File: src/rtl/instruction_fetch_unit_pkg.sv
// Shared definitions for the instruction fetch unit: widths, fetch FSM states, reset NOP.
package instruction_fetch_unit_pkg;

  localparam int unsigned INSTR_W = 32;
  localparam logic [INSTR_W-1:0] NOP_INSTR = 32'h0000_0013;
  localparam logic [INSTR_W-1:0] PC_STEP = INSTR_W'(4);

  typedef enum logic [1:0] {
    FETCH_IDLE    = 2'd0,
    FETCH_REQUEST = 2'd1,
    FETCH_WAIT    = 2'd2,
    FETCH_HOLD    = 2'd3
  } fetch_state_e;

  function automatic logic [INSTR_W-1:0] word_align(input logic [INSTR_W-1:0] addr);
    return {addr[INSTR_W-1:2], 2'b00};
  endfunction

endpackage

File: src/rtl/instruction_fetch_unit_program_counter.sv
// Program counter: holds the next fetch PC, applies sequential advance and redirects.
module instruction_fetch_unit_program_counter
  import instruction_fetch_unit_pkg::*;
#(
  parameter logic [INSTR_W-1:0] RESET_VECTOR = '0
) (
  input  logic               clk,
  input  logic               rst_n,
  input  logic               redirect_enable,
  input  logic [INSTR_W-1:0] redirect_target,
  input  logic               advance,
  input  logic [INSTR_W-1:0] advance_base,
  output logic [INSTR_W-1:0] pc_next_c,
  output logic               misaligned_c
);

  logic [INSTR_W-1:0] pc;

  // Redirect wins over the sequential step; the step wraps modulo 2^32.
  always_comb begin
    pc_next_c = pc;
    if (redirect_enable) begin
      pc_next_c = word_align(redirect_target);
    end else if (advance) begin
      pc_next_c = advance_base + PC_STEP;
    end
  end

  assign misaligned_c = redirect_enable && (redirect_target[1:0] != 2'b00);

  always_ff @(posedge clk or negedge rst_n) begin
    if (!rst_n) begin
      pc <= RESET_VECTOR;
    end else begin
      pc <= pc_next_c;
    end
  end

endmodule

File: src/rtl/instruction_fetch_unit.sv
// Non-pipelined instruction fetch: one request in flight, redirect with in-flight squash.
module instruction_fetch_unit
  import instruction_fetch_unit_pkg::*;
#(
  parameter logic [INSTR_W-1:0] RESET_VECTOR = 32'h0000_0000,
  parameter logic [INSTR_W-1:0] NOP_ENCODING = NOP_INSTR
) (
  input  logic               clk,
  input  logic               rst_n,
  output logic               instruction_memory_request_valid,
  input  logic               instruction_memory_request_ready,
  output logic [INSTR_W-1:0] instruction_memory_address,
  input  logic               instruction_memory_response_valid,
  input  logic [INSTR_W-1:0] instruction_memory_response_data,
  output logic [INSTR_W-1:0] instruction_register,
  output logic [INSTR_W-1:0] instruction_pc,
  output logic               instruction_valid,
  input  logic               decode_ready,
  input  logic               redirect_enable,
  input  logic [INSTR_W-1:0] redirect_target,
  output logic               misaligned_fetch_error
);

  fetch_state_e       state;
  fetch_state_e       state_next;
  logic               discard;
  logic               discard_next;
  logic               capture_c;
  logic [INSTR_W-1:0] pc_next_c;
  logic               misaligned_c;

  instruction_fetch_unit_program_counter #(
    .RESET_VECTOR (RESET_VECTOR)
  ) u_program_counter (
    .clk             (clk),
    .rst_n           (rst_n),
    .redirect_enable (redirect_enable),
    .redirect_target (redirect_target),
    .advance         (capture_c),
    .advance_base    (instruction_memory_address),
    .pc_next_c       (pc_next_c),
    .misaligned_c    (misaligned_c)
  );

  // Next-state and squash bookkeeping; redirect outranks response and decode_ready.
  always_comb begin
    state_next   = state;
    discard_next = discard;
    capture_c    = 1'b0;
    case (state)
      FETCH_IDLE: state_next = FETCH_REQUEST;
      FETCH_REQUEST: begin
        if (redirect_enable) discard_next = 1'b1;
        if (instruction_memory_request_ready) state_next = FETCH_WAIT;
      end
      FETCH_WAIT: begin
        if (instruction_memory_response_valid) begin
          discard_next = 1'b0;
          if (redirect_enable || discard) begin
            state_next = FETCH_REQUEST;
          end else begin
            state_next = FETCH_HOLD;
            capture_c  = 1'b1;
          end
        end else if (redirect_enable) begin
          discard_next = 1'b1;
        end
      end
      FETCH_HOLD: begin
        if (redirect_enable || decode_ready) state_next = FETCH_REQUEST;
      end
      default: state_next = FETCH_IDLE;
    endcase
  end

  // State plus registered outputs; the fetch address is latched only on entry to REQUEST.
  always_ff @(posedge clk or negedge rst_n) begin
    if (!rst_n) begin
      state                            <= FETCH_IDLE;
      discard                          <= 1'b0;
      instruction_memory_request_valid <= 1'b0;
      instruction_memory_address       <= RESET_VECTOR;
      instruction_register             <= NOP_ENCODING;
      instruction_pc                   <= RESET_VECTOR;
      instruction_valid                <= 1'b0;
      misaligned_fetch_error           <= 1'b0;
    end else begin
      state                            <= state_next;
      discard                          <= discard_next;
      instruction_memory_request_valid <= (state_next == FETCH_REQUEST);
      misaligned_fetch_error           <= misaligned_c;
      if ((state != FETCH_REQUEST) && (state_next == FETCH_REQUEST)) begin
        instruction_memory_address <= pc_next_c;
      end
      if (capture_c) begin
        instruction_register <= instruction_memory_response_data;
        instruction_pc       <= instruction_memory_address;
      end
      if (redirect_enable) begin
        instruction_valid <= 1'b0;
      end else if (capture_c) begin
        instruction_valid <= 1'b1;
      end else if ((state == FETCH_HOLD) && decode_ready) begin
        instruction_valid <= 1'b0;
      end
    end
  end

endmodule

File: config.mk
export PLATFORM = sky130hd
export DESIGN_NAME = instruction_fetch_unit
export DESIGN_NICKNAME = d
export VERILOG_FILES = /design/src/rtl/instruction_fetch_unit_pkg.sv /design/src/rtl/instruction_fetch_unit_program_counter.sv /design/src/rtl/instruction_fetch_unit.sv
export SDC_FILE = /design/constraint.sdc
export NUM_CORES = 1
export LEC_CHECK = 0
export ABC_AREA = 1
export BUFFER_PORTS_ARGS = -buffer_cell sky130_fd_sc_hd__buf_2
export CAP_MARGIN = 10
export CORE_UTILIZATION = 47
export CTS_CLUSTER_DIAMETER = 80
export DETAILED_ROUTE_END_ITERATION = 10
export PLACE_DENSITY_LB_ADDON = 0.08
export SYNTH_ARGS = -nofsm -noshare
export SYNTH_HDL_FRONTEND = slang
export SYNTH_SLANG_ARGS = --single-unit
File: constraint.sdc
create_clock -name clk -period 1.8 [get_ports clk]
set_input_delay 0.36 -clock clk [delete_from_list [all_inputs] [get_ports clk]]
set_output_delay 0.36 -clock clk [all_outputs]
set_load 0.05 [all_outputs]
==> impl_metrics.py, run 1 <==
metrics = {
    "detailed_routing": {
        "ant_nets": 0,
        "wl_mm": 18.8,
        "first_pass_iters": 4,
        "drcViolationCount": 0,
        "detail_route.wl_per_cell_um": 15.4,
        "viasPerCell": 5.07,
        "initialDrtViolationCount": 521,
        "vias": 6170,
    },
    "power": {
        "p_comb_share_pct": 47.4,
        "p_leak_nw": 4.91,
        "ir_worst_vdd_mv": 0.970,
        "p_clk_share_pct": 23.5,
        "power_density_nw_per_um2": 1830,
        "p_sw_share_pct": 45.1,
        "p_int_mw": 8.88,
        "p_seq_share_pct": 29.1,
        "switching_power_mw": 7.29,
    },
    "setup_path": {
        "cp_data_required_time_ns": 2.14,
        "crit_path_max_incr_delay_ns": 0.40,
        "cp.arrival_ns": 2.24,
        "start_kind": "flop",
        "reg2reg_slack_ns": -0.1,
        "cp_slowest_cell": "dfrtp_1",
        "r2r-start": "state[0]",
        "endpoint_kind": "flop",
        "cp_max_fo": 7,
        "worstSetupPathType": "flop to flop",
        "critPathLaunch": "state[0]",
        "r2r_end": "instruction_memory_address[18]",
        "reg2reg_depth": 11,
        "path_cells": "inv_2 > ha_4 > buf_4 > a21oi_2 > o211ai_1 > nand2_2 > nor2_4 > buf_12 > buf_12 > nand2_2 > o21ai_1",
    },
    "synth": {
        "synth_top_area_cell": "dfrtp_1",
        "yosysSeqAreaShare_pct": 54.9,
        "syn_area_um2": 6110,
        "synth_area_leaders": "dfrtp_1 54%, nand2_1 21%, nor2_1 6.1%",
        "synth.top_cell.area_share_pct": 53.6,
        "synth-seq-cells": 134,
        "synth_enable_flop_cells": 0,
        "syn_inst": 788,
        "synth_cell_type_count": 25,
        "synth_area_per_cell_um2": 7.76,
        "yosys_warnings": 0,
        "synth_nets": 864,
        "synth_flop_cell": "dfrtp_1",
        "async_reset_ff_share_pct": 100,
    },
    "global_routing": {
        "first_global_vias": 5869,
        "track_usage_pct": 28.1,
        "grt-ovfl-total": 0,
        "grt_max_degree": 56,
        "antenna_found_initial": 0,
        "grt_pass1_wl_mm": 28.7,
    },
    "floorplan": {
        "rows": 41,
        "ioPinCount": 169,
        "die-area_um2": 13500,
        "fp.dieH_um": 116,
        "core-area_um2": 12700,
        "initial_core_util_pct": 48.2,
        "die_w_um": 116,
    },
    "cts": {
        "cts_tree": "built",
        "path_clk_slew_ns": 0.06,
        "root_buffer": "clkbuf_16",
        "cts.path.max_buffers": 2,
        "clock-sinks": 134,
        "numCtsBuffers": 17,
        "cts_max_level": 4,
        "insertion_delay_ns": 0.42,
    },
    "hold_path": {
        "min_path_type": "input pin to flop",
        "hold-path-cell-count": 3,
        "min_to": "instruction_register[24]",
        "min-delay-start": "instruction_memory_response_data[24]",
    },
    "sta": {
        "slew_headroom_pct": 65.4,
        "finalCritPeriodShare_pct": 105,
        "fin_tns_setup_ns": -2.12,
        "hold_violations": 0,
        "fin_ws_ns": -0.0975,
        "fmax_ghz": 0.527,
        "rsz0062_at_grt": "yes",
        "skew_ns": 0.00717,
        "drv_slew": 0,
        "finalWorstPathRequiredPeriod_ns": 1.90,
        "worstMarginPinSlew_ns": 0.515,
        "final-setup-viol-count": 32,
    },
    "place": {
        "post-place-cells": 1162,
        "dp_hpwl_mm": 12.1,
        "place_congestion": 0.875,
        "dpl_cell_area_um2": 7620,
        "dp_slack_ns": -0.128,
        "io_buffers": 168,
    },
    "finish": {
        "num_antenna_cells": 0,
        "seq_area_um2": 3360,
        "fin_cells": 1218,
        "fin_nets": 1109,
        "fin_area_um2": 8830,
        "area_delta_synth_final_pct": 44.5,
        "n_fill_cell": 1031,
        "post-route-util_pct": 69.7,
        "multi_input_area_um2": 2530,
        "drive_above_1_share_pct": 31.4,
    },
    "run_status": {
        "violations": "negative setup slack",
        "status": "finished, violations left",
    },
    "flow_run": {
        "max-cap-violations": 0,
    },
}
[Yosys cell counts (6+ instances only)]
| cell | number |
|---|---|
| a21oi_1 | 6 |
| buf_2 | 18 |
| nor3_1 | 6 |
| dfrtp_1 | 131 |
| nor2_1 | 100 |
| inv_1 | 56 |
| nand3_1 | 50 |
| ha_1 | 6 |
| clkbuf_1 | 10 |
| nand4_1 | 15 |
| nand3b_1 | 7 |
| o21ai_0 | 25 |
| nand2_1 | 338 |
[power by group through the flow]
stage          Clock, mW  Combinational (mW)  Sequential (mW)
2_1_floorplan          0                1.71             7.26
3_3_place_gp           0                6.08             4.67
3_5_place_dp           0                6.20             4.69
4_1_cts             3.84                7.12             4.68
5_1_grt             3.97                8.13             4.82
6_report            3.80                7.66             4.71
[metal layers]
metal,GRT usage (%),up-vias,wire [um],share of wire [%]
li1,-,2951,-,-
met5,0,-,0,0
met1,36.2,2919,8120,43
met4,11.5,0,597,3.2
met3,6.69,48,1260,6.7
met2,45.8,252,8810,47
[what timing repair did]
item | in CTS | in global routing
setup endpoints to repair | 52 | 38
hold endpoints to repair | 31 | 0
setup buffers | 7 | 7
hold buffers | 1 | 0
resized for setup | 35 | 37
gates cloned | 3 | 7
pin swaps | 7 | 10
[critical path: cells and delay by family (launching register included)]
| kind | cells | cell delay [ns] |
|---|---|---|
| simple gates | 3 | 0.36 |
| buf+inv | 4 | 0.51 |
| compound gates | 3 | 0.41 |
| fa+ha+maj | 1 | 0.14 |
| flops | 1 | 0.40 |
[worst max-delay path by stage]
stage / to / slack [ns] / cells after the start
after floorplan: instruction_memory_address[28] / 0.008 / 9
after global placement: instruction_memory_address[5] / -0.002 / 12
after detailed placement: instruction_memory_address[31] / -0.13 / 13
after CTS: instruction_memory_address[4] / -0.05 / 10
after global routing: instruction_memory_address[18] / -0.16 / 10
final: instruction_memory_address[18] / -0.1 / 11
[cells in the final DEF (no fill, tap or decap), types with 2 or more instances in the layout]
cell       synthesis  routed
buf_4              0      59
buf_2             18     167
buf_6              0       7
dfrtp_1          131     128
nor3_1             6       6
o21ai_0           25      13
nand3_2            1       2
buf_12             0      10
ha_2               0       2
inv_8              0       2
clkinv_4           0       3
nor2_1           100      96
nor2_2             4       4
ha_1               6       2
inv_1             56      51
nand2_1          338     329
bufinv_16          0       4
clkbuf_16          0      23
a21oi_1            6       5
nand2_2            1       8
o21ai_1            0      12
nand3_1           50      48
clkinv_2           0       3
buf_16             0       4
nand4_1           15      15
ha_4               0       2
nor2_4             2       6
inv_2              2       5
clkbuf_8           0       4
dfstp_2            3       3
dfrtp_2            0       3
nand3b_1           7       7
o211ai_1           2       2
[per-stage QoR]
stage | total power, mW | hold WS [ns]
after detailed placement | 10.9 | 0.283
final | 16.2 | 0.134
after floorplan | 8.97 | 0.0644
after global routing | 16.9 | 0.132
after CTS | 15.6 | 0.117
after global placement | 10.7 | 0.279
[cell type report]
cell class              instances  area share [%]
multi-input cells             567            28.7
clock inverters                11            1.93
well taps                     172            2.44
repair buffers                255            20.9
clock buffers                  21            5.44
flip-flops and latches        134            38.0
inverters                      58            2.63
[registers in the layout, summed over array words and instances (netlist names)]
signal                            cells
instruction_memory_address           32
instruction_pc                       32
instruction_register                 32
u_program_counter.pc                 32
state                                 2
discard                               1
instruction_memory_request_valid      1
instruction_valid                     1
misaligned_fetch_error                1
[cell families after synthesis]
family | count (synthesis) | share of synthesized area (%)
adders and majority gates | 6 | 1.23
buffers and inverters | 87 | 5.71
AOI/OAI and AO/OA | 35 | 3.01
and+or+nand+nor | 526 | 35.1
DFF | 134 | 54.9
(Power assumes the default switching activity.)
==> run 2, diff against run 1 <==
--- a/config.mk
+++ b/config.mk
@@ -10,5 +10,6 @@
 export CAP_MARGIN = 10
-export CORE_UTILIZATION = 47
+export CORE_UTILIZATION = 25
 export CTS_CLUSTER_DIAMETER = 80
 export DETAILED_ROUTE_END_ITERATION = 10
+export GPL_ROUTABILITY_DRIVEN = 0
 export PLACE_DENSITY_LB_ADDON = 0.08
==> constraint.sdc (replaced) <==
create_clock -name clk -period 1.8 [get_ports clk]
set_input_delay 0.18 -clock clk [delete_from_list [all_inputs] [get_ports clk]]
set_output_delay 0.18 -clock clk [all_outputs]
set_load 0.05 [all_outputs]
==> run 2 against run 1 <==
Net effect: the run still ends with negative setup slack left; final area up 7.2%; global-route usage decreased by 11 points; die area is 86% higher; utilization decreased by 30 points; final cell count rose by 16%.
==> impl_metrics.py, run 2 (synthesis gave the netlist of run 1 again) <==
metrics = {
    "floorplan": {
        "core-area_um2": 23800,
        "rows": 56,
        "ioPinCount": 169,
        "die_w_um": 158,
        "fp.dieH_um": 158,
        "initial_core_util_pct": 25.7,
        "die-area_um2": 25100,
    },
    "sta": {
        "slew_headroom_pct": 66.4,
        "whs_ns": 0.0198,
        "worstMarginPinSlew_ns": 0.504,
        "hold_violations": 0,
        "final-setup-viol-count": 7,
        "drv_slew": 0,
        "skew_ns": 0.00823,
        "fmax_ghz": 0.546,
        "fin_ws_ns": -0.0310,
        "rsz0062_at_grt": "yes",
        "finalWorstPathRequiredPeriod_ns": 1.83,
        "finalCritPeriodShare_pct": 102,
        "fin_tns_setup_ns": -0.125,
    },
    "global_routing": {
        "grt_max_degree": 48,
        "track_usage_pct": 17.3,
        "first_global_vias": 6032,
        "antenna_found_initial": 1,
        "grt-ovfl-total": 0,
        "grt_pass1_wl_mm": 32.6,
    },
    "detailed_routing": {
        "viasPerCell": 4.21,
        "drcViolationCount": 0,
        "detail_route.wl_per_cell_um": 14.7,
        "wl_mm": 20.9,
        "initialDrtViolationCount": 281,
        "first_pass_iters": 4,
        "ant_nets": 0,
        "vias": 5975,
    },
    "cts": {
        "numCtsBuffers": 17,
        "root_buffer": "clkbuf_16",
        "insertion_delay_ns": 0.42,
        "cts_tree": "built",
        "clock-sinks": 134,
        "path_clk_slew_ns": 0.06,
        "cts_max_level": 4,
        "cts.path.max_buffers": 2,
    },
    "setup_path": {
        "crit_buf_inv": 4,
        "cp_data_required_time_ns": 2.10,
        "endpoint_kind": "flop",
        "worstSetupPathType": "flop to flop",
        "critPathTopFamily": "buffers and inverters",
        "cp_max_fo": 7,
        "path_cells": "ha_4 > buf_4 > inv_1 > o21ai_1 > nand2_1 > nand2_2 > nand2_2 > nand2_2 > nor2_4 > buf_6 > clkbuf_16 > o21ai_1",
        "cp_slowest_cell": "dfrtp_2",
        "crit_path_max_incr_delay_ns": 0.44,
        "cp.arrival_ns": 2.13,
        "start_kind": "flop",
        "crit_top_cell": "nand2_2",
    },
    "finish": {
        "drive_above_1_share_pct": 34.3,
        "area_delta_synth_final_pct": 55.0,
        "layout_common_cells": "308 x nand2_1, 167 x buf_2, 126 x dfrtp_1, 91 x nor2_1, 82 x buf_4",
        "fin_nets": 1161,
        "post-route-util_pct": 39.9,
        "final_common_cell": "nand2_1",
    },
    "run_status": {
        "status": "finished, violations left",
        "violations": "negative setup slack",
    },
    "hold_path": {
        "min_path_type": "input pin to flop",
    },
    "power": {
        "power_density_nw_per_um2": 1710,
        "p_leak_nw": 5.11,
        "ir_worst_vdd_mv": 0.801,
    },
    "place": {
        "dp_hpwl_mm": 14.2,
        "io_buffers": 168,
        "dp_slack_ns": -0.141,
    },
    "flow_run": {
        "max-cap-violations": 0,
    },
}
## run 2: cell count changes in the layout (fill, tap and decap cells not counted), moves of 4 or more
cell,change
nand2_1,-21
buf_4,+23
buf_6,+5
clkbuf_1,+4
nor2_1,-5
nand2_2,+18
nand3_1,-5
dlygate4sd3_1,+34
clkbuf_16,-5
## run 2: per-stage QoR
stage               instance area (um2)  instances  power, mW
finish                             9470       1418       16.2
detailed placement                 7950       1331       11.3
global placement                   7950       1331       11.3
CTS                                9110       1409       15.8
global route                       9470       1417       17.1
floorplan                          6110        788       8.97
## run 2: tightest hold or removal path: cells and delay by family
family,cells,cell delay [ns]
simple gates,2,0.14
buf+inv,1,0.08
## run 2: path summary, 6_finish.rpt
check                           slack [ns]  depth (start not counted)                          endpoint                    start
worst max-delay path                 -0.03                         12     instruction_memory_address[9]                 state[1]
worst min-delay path                  0.02                          3           u_program_counter.pc[4]       redirect_target[4]
worst max register to register       -0.03                         12     instruction_memory_address[9]                 state[1]
worst min register to register        0.47                          2           instruction_register[4]  instruction_register[4]
max in group asynchronous             0.84                          3           instruction_register[1]                    rst_n
min in group asynchronous             0.29                          2  instruction_memory_request_valid                    rst_n
## run 2: where the power goes
part | switching [mW] | total [mW] | internal, mW
Sequential | 0.691 | 4.62 | 3.92
Combinational | 5.37 | 7.85 | 2.48
Clock | 1.34 | 3.73 | 2.39
## run 2: what timing repair did
action	CTS	global route
endpoints found under the setup margin	36	49
buffers inserted	10	8
endpoints found under the hold margin	76	0
hold buffers	35	0
gates resized for setup	27	91
cloned	2	1
pin swaps	1	26
## run 2: layout make-up
type                    instances  area, um2
inverters                      58        230
flip-flops and latches        134       3360
clock buffers                  23        468
repair buffers                307       2160
clock inverters                 9        149
fillers                      2456      14300
multi-input cells             567       2700
diodes                          1       2.50
well taps                     319        399
## run 2: routing by layer
| metal | vias to the layer above | share of wire [%] | GRT usage [%] |
|---|---|---|---|
| met4 | 0 | 1.1 | 4.95 |
| met1 | 2769 | 46 | 22.2 |
| met2 | 130 | 48 | 28.5 |
| met3 | 17 | 5.5 | 4.41 |
| li1 | 3059 | - | - |
| met5 | - | 0 | 0 |
